==> src/rtl/conv_stream_layer.sv <==
// Streaming K x K x Cin -> Cout convolution with stride, optional same padding, bias and saturation.
// Optional feature macro: CONV_STREAM_LAYER_RELU_EN (negative saturated results output as zero).
module conv_stream_layer #(
  parameter int LineWidthPx = 160,
  parameter int LineCountPx = 120,
  parameter int WidthIn     = 1,
  parameter int WidthOut    = 32,
  parameter int KernelWidth = 3,
  parameter int WeightWidth = 2,
  parameter int InChannels  = 1,
  parameter int OutChannels = 1,
  parameter int Stride      = 1,
  parameter int PadEn       = 0
) (
  input  logic                                                  clk_i,
  input  logic                                                  rst_i,
  input  logic                                                  valid_i,
  output logic                                                  ready_o,
  input  logic [InChannels-1:0][WidthIn-1:0]                    data_i,
  output logic                                                  valid_o,
  input  logic                                                  ready_i,
  output logic signed [OutChannels-1:0][WidthOut-1:0]           data_o,
  input  logic signed [OutChannels-1:0][InChannels-1:0][KernelWidth*KernelWidth-1:0][WeightWidth-1:0] weights_i,
  input  logic signed [OutChannels-1:0][WidthOut-1:0]           bias_i
);

  localparam int K    = KernelWidth;
  localparam int P    = (PadEn != 0) ? (K - 1) / 2 : 0;
  localparam int VW   = LineWidthPx + P;
  localparam int VH   = LineCountPx + P;
  localparam int Off  = K - 1 - P;
  localparam int XW   = (VW > 1) ? $clog2(VW) : 1;
  localparam int YW   = (VH > 1) ? $clog2(VH) : 1;
  localparam int AccW = WidthIn + 1 + WeightWidth + $clog2(K * K * InChannels) + 1;
  localparam int SumW = ((AccW > WidthOut) ? AccW : WidthOut) + 1;
  localparam int LbN  = (K > 1) ? K - 1 : 1;

  localparam logic signed [SumW-1:0] SatMax = {{(SumW-WidthOut+1){1'b0}}, {(WidthOut-1){1'b1}}};
  localparam logic signed [SumW-1:0] SatMin = {{(SumW-WidthOut+1){1'b1}}, {(WidthOut-1){1'b0}}};

  typedef enum logic [1:0] {ST_STREAM, ST_PAD_COL, ST_PAD_ROW} state_e;

  state_e                                      state_q, state_d;
  logic [XW-1:0]                               vx_q, vx_d;
  logic [YW-1:0]                               vy_q, vy_d;
  logic [WidthIn-1:0]                          win_q [InChannels][K][K];
  logic [WidthIn-1:0]                          win_d [InChannels][K][K];
  logic [WidthIn-1:0]                          lb_q  [LbN][InChannels][VW];
  logic                                        valid_q;
  logic signed [OutChannels-1:0][WidthOut-1:0] data_q;
  logic signed [OutChannels-1:0][WidthOut-1:0] res;
  logic [InChannels-1:0][WidthIn-1:0]          sample;
  logic                                        out_en, step, produce;
  logic                                        last_col, last_vcol, last_row, last_vrow;
  logic signed [WidthIn:0]                     px;
  logic signed [WeightWidth-1:0]               wv;
  logic signed [SumW-1:0]                      prod, acc;
  int                                          ox_i, oy_i;

  assign out_en  = ~valid_q | ready_i;
  assign ready_o = (state_q == ST_STREAM) & out_en;
  assign step    = (state_q == ST_STREAM) ? (valid_i & ready_o) : out_en;
  assign sample  = (state_q == ST_STREAM) ? data_i : '0;
  assign valid_o = valid_q;
  assign data_o  = data_q;

  assign last_col  = (vx_q == XW'(LineWidthPx - 1));
  assign last_vcol = (vx_q == XW'(VW - 1));
  assign last_row  = (vy_q == YW'(LineCountPx - 1));
  assign last_vrow = (vy_q == YW'(VH - 1));

  always_comb begin
    state_d = state_q;
    vx_d    = vx_q;
    vy_d    = vy_q;
    if (step) begin
      case (state_q)
        ST_STREAM: begin
          if (last_col) begin
            if (P > 0) begin
              state_d = ST_PAD_COL;
              vx_d    = vx_q + 1'b1;
            end else begin
              vx_d = '0;
              vy_d = last_row ? '0 : vy_q + 1'b1;
            end
          end else begin
            vx_d = vx_q + 1'b1;
          end
        end
        ST_PAD_COL: begin
          if (last_vcol) begin
            vx_d    = '0;
            vy_d    = vy_q + 1'b1;
            state_d = last_row ? ST_PAD_ROW : ST_STREAM;
          end else begin
            vx_d = vx_q + 1'b1;
          end
        end
        ST_PAD_ROW: begin
          if (last_vcol) begin
            vx_d = '0;
            if (last_vrow) begin
              vy_d    = '0;
              state_d = ST_STREAM;
            end else begin
              vy_d = vy_q + 1'b1;
            end
          end else begin
            vx_d = vx_q + 1'b1;
          end
        end
        default: state_d = ST_STREAM;
      endcase
    end
  end

  // Shift left by one column; the new right column is the current sample over K-1 row delays.
  always_comb begin
    win_d = win_q;
    for (int ci = 0; ci < InChannels; ci++) begin
      for (int r = 0; r < K; r++) begin
        for (int c = 0; c < K - 1; c++) begin
          win_d[ci][r][c] = win_q[ci][r][c+1];
        end
      end
      win_d[ci][K-1][K-1] = sample[ci];
      for (int j = 0; j < K - 1; j++) begin
        win_d[ci][K-2-j][K-1] = lb_q[j][ci][vx_q];
      end
    end
  end

  // Taps with negative source coordinates are zeroed: this is the left/top padding and also hides stale data.
  always_comb begin
    res  = '0;
    acc  = '0;
    prod = '0;
    px   = '0;
    wv   = '0;
    for (int co = 0; co < OutChannels; co++) begin
      acc = SumW'($signed(bias_i[co]));
      for (int ci = 0; ci < InChannels; ci++) begin
        for (int r = 0; r < K; r++) begin
          for (int c = 0; c < K; c++) begin
            px = '0;
            if ((int'(vx_q) + c >= K - 1) && (int'(vy_q) + r >= K - 1)) begin
              px = $signed({1'b0, win_d[ci][r][c]});
            end
            wv   = $signed(weights_i[co][ci][r*K+c]);
            prod = SumW'(px) * SumW'(wv);
            acc  = acc + prod;
          end
        end
      end
      if (acc > SatMax) begin
        res[co] = SatMax[WidthOut-1:0];
      end else if (acc < SatMin) begin
        res[co] = SatMin[WidthOut-1:0];
      end else begin
        res[co] = acc[WidthOut-1:0];
      end
`ifdef CONV_STREAM_LAYER_RELU_EN
      if (acc[SumW-1]) begin
        res[co] = '0;
      end
`endif
    end
  end

  always_comb begin
    ox_i    = int'(vx_q) - Off;
    oy_i    = int'(vy_q) - Off;
    produce = step && (ox_i >= 0) && (oy_i >= 0) && ((ox_i % Stride) == 0) && ((oy_i % Stride) == 0);
  end

  always_ff @(posedge clk_i) begin
    if (rst_i) begin
      state_q <= ST_STREAM;
      vx_q    <= '0;
      vy_q    <= '0;
      win_q   <= '{default: '0};
      valid_q <= 1'b0;
      data_q  <= '0;
    end else begin
      state_q <= state_d;
      vx_q    <= vx_d;
      vy_q    <= vy_d;
      if (step) begin
        win_q <= win_d;
      end
      if (out_en) begin
        valid_q <= produce;
        if (produce) begin
          data_q <= res;
        end
      end
    end
  end

  // Row delay storage needs no reset; its stale contents never reach the sum.
  always_ff @(posedge clk_i) begin
    if (step) begin
      for (int ci = 0; ci < InChannels; ci++) begin
        if (K > 1) begin
          lb_q[0][ci][vx_q] <= sample[ci];
        end
        for (int j = 1; j < K - 1; j++) begin
          lb_q[j][ci][vx_q] <= lb_q[j-1][ci][vx_q];
        end
      end
    end
  end

endmodule

==> config.mk <==
export PLATFORM = sky130hd
export DESIGN_NAME = conv_stream_layer
export DESIGN_NICKNAME = d
export VERILOG_FILES = /design/src/rtl/conv_stream_layer.sv
export SDC_FILE = /design/constraint.sdc
export NUM_CORES = 1
export LEC_CHECK = 0
export BUFFER_PORTS_ARGS = -buffer_cell sky130_fd_sc_hd__buf_2
export CORE_ASPECT_RATIO = 0.6
export CORE_MARGIN = 5
export CORE_UTILIZATION = 24
export CTS_CLUSTER_DIAMETER = 60
export DETAILED_ROUTE_END_ITERATION = 10
export GPL_TIMING_DRIVEN = 0
export PLACE_DENSITY = 0.49
export SLEW_MARGIN = 10
export SYNTH_ARGS = -nofsm -noshare
export SYNTH_HDL_FRONTEND = slang
export SYNTH_SLANG_ARGS = --single-unit
==> constraint.sdc <==
create_clock -name clk_i -period 9.9 [get_ports clk_i]
set_clock_uncertainty 0.05 [all_clocks]
set_input_delay 0.495 -clock clk_i [delete_from_list [all_inputs] [get_ports clk_i]]
set_output_delay 0.495 -clock clk_i [all_outputs]
set_load 0.02 [all_outputs]
==> qor.yml <==
run_status:
  outcome: "complete, no violations"
setup_path:
  critical-path-slowest-cell: "or4_4"
  worstPathRequired_ns: 10.35
  crit_path_end_kind: "flip-flop"
  cpMostUsedCell: "fa_1"
  cp-startpoint: "vx_q[0]"
  regToRegStartpoint: "vx_q[0]"
  arrival_ns: 10.00
  slowest_delay_ns: 0.57
  worstSetupStartpointType: "flip-flop"
  crit_type: "flip-flop to flip-flop"
  cp_max_fo: 62
routing:
  wl_per_cell_um: 21.4
  first_pass_iters: 5
  post-route-drc-count: 0
  vias_per_cell: 4.76
  num_vias: 14700
  finalWirelength_um: 66100
  ant_nets: 0
  first_iter_violations: 1759
logic_synthesis:
  synth_top_area_share_pct: 44.0
  yosysUniqueCellTypes: 68
  synth-edff-count: 320
  ys_seq_area_share_pct: 49.0
  netlist_instances: 1701
  ys_warn_count: 0
  ys_ff_latch: 374
  ys_top_cells_by_count: "edfxtp_1 (320), nor2_1 (239), inv_1 (164)"
  synthArstFlopShare_pct: 0
  synth.most_common_cell: "edfxtp_1"
  yosys.area.top_type: "edfxtp_1"
  synth_area_sq_um: 21800
  synth_area_leaders: "edfxtp_1 (44%), fa_1 (11%), mux4_2 (11%)"
  synthFlopType: "edfxtp_1"
  synth_nets: 1975
  synth_area_per_cell_sq_um: 12.8
floorplanning:
  fp-row-count: 85
  die_h_um: 244
  initial_core_util_pct: 24.3
  io_pins: 89
  die_w_um: 399
  die_area_sq_um: 97300
  coreArea_sq_um: 90000
cts:
  clk_path_buf_depth: 3
  cts_tree: "yes"
  cts.sinks: 374
  cts-buffers-inserted: 41
  cts.reportedPaths.clkPinSlew_ns: 0.06
  cts-htree-levels: 2
  root_buffer: "clkbuf_16"
  clk_latency_ns: 0.59
sta:
  period_needed_ns: 9.55
  rsz0062_at_grt: "false"
  slew_viol_final: 0
  slew_headroom_pct: 16.7
  worst_slew_pin_slew_ns: 1.25
  hold_viol_final: 0
  fmax_ghz: 0.105
  post-route-period-util_pct: 96.5
  setup_viol_count_final: 0
global_route:
  grt-ovfl-total: 0
  grtUsageTotal_pct: 13.4
  grt_max_degree: 120
  first_global_vias: 14500
  antenna_found_initial: 1
  grt_first_pass_wirelength_um: 97900
cells_and_area:
  layoutNonFillerInstCount: 3093
  nNetsFinal: 2119
  fillerInstances: 9231
  diodes: 0
  final_layout_size_suffix_gt1_share_pct: 18.3
  syn_to_final_growth_pct: 17.5
place:
  gp_congestion: 0.891
  portBuffers: 87
  placed_cells: 3010
  dp_hpwl_um: 47500
min_path:
  hold_class: "input port to flip-flop"
  hp-start: "ready_i"
flow_run:
  cap_violations: 0
[registers in the layout, summed over array words and instances (netlist names)]
| name | flops |
|---|---|
| vy_q | 7 |
| vx_q | 8 |
| lb_q | 320 |
| win_d | 6 |
| data_o | 32 |
| valid_o | 1 |
[layout by cell type, fill, tap and decap left out, drive strengths merged, types with 29 or more instances in the layout]
cell / netlist / final
fa: 120 / 120
nand2: 57 / 57
edfxtp: 320 / 320
a21oi: 72 / 72
ha: 99 / 99
mux4: 102 / 102
clkbuf: 64 / 117
inv: 164 / 166
dfxtp: 54 / 54
nor2: 239 / 239
nor3: 40 / 40
nand3: 40 / 40
nand2b: 29 / 29
buf: 26 / 123
[repair_timing]
| item | in CTS | in global routing |
|---|---|---|
| gates cloned | 1 | 0 |
| hold buffers | 0 | 0 |
| buffers inserted | 8 | 1 |
| endpoints found under the hold margin | 0 | 0 |
| endpoints found under the setup margin | 32 | 32 |
| pin swaps | 7 | 6 |
| resized for setup | 60 | 34 |
[worst max-delay path: cells and delay by family (launching register included)]
kind,cells,cell delay (ns)
AND/OR/NAND/NOR,5,1.17
multiplexers,3,1.30
XOR/XNOR,1,0.16
buffers and inverters,11,1.50
flip-flops,1,0.39
AO/OA/AOI/OAI,8,1.55
adder cells (fa/ha/maj),8,3.33
[metrics by stage]
stage                     instance area [sq um]  util, %  setup WS, ns  TNS, ns  hold slack, ns
after floorplan                           21800        -         0.843        0           0.391
after global placement                    23800     26.4         -2.12   -57.79           0.397
after detailed placement                  23900     26.6         -1.79   -45.72           0.399
after CTS                                 25500     28.4       0.00189        0           0.244
after global routing                      25600     28.5       0.00488        0           0.258
final                                     25600     28.5         0.346        0           0.271
[routing by layer]
metal | vias up | global-route usage, % | share of wire [%]
li1 | 6477 | - | -
met1 | 7582 | 21.8 | 50
met2 | 569 | 17.7 | 40
met3 | 81 | 2.92 | 8.8
met4 | 0 | 3.21 | 1.9
met5 | - | 0 | 0
[worst paths after layout]
path / depth (start not counted) / endpoint / slack [ns]
max: 36 / data_o[15] / 0.35
min: 3 / valid_o / 0.27
max reg2reg: 36 / data_o[15] / 0.35
min reg2reg: 2 / data_o[31] / 0.41
[layout make-up]
cell class	instances	area [sq um]	area share, %
timing repair buffer	100	628	2.45
clock buffer	50	1060	4.14
clock inverter	23	283	1.10
inverter	165	619	2.41
buffer	90	492	1.92
multi-input combinational	1073	10300	40.3
sequential	374	10700	41.7
tap	1218	1520	5.94
[cell families (layout without fill, tap and decap cells)]
group | after synthesis | after routing | share of synthesized area [%]
AO/OA/AOI/OAI | 221 | 221 | 6.86
XOR/XNOR | 40 | 40 | 1.64
adder cells (fa/ha/maj) | 231 | 231 | 17.3
buffers and inverters | 255 | 428 | 4.55
flip-flops | 374 | 374 | 49.0
multiplexers | 108 | 108 | 10.8
AND/OR/NAND/NOR | 472 | 473 | 9.90
Power is not shown: default switching activity piles up to over one toggle a cycle in this logic, so the estimate is an artifact.
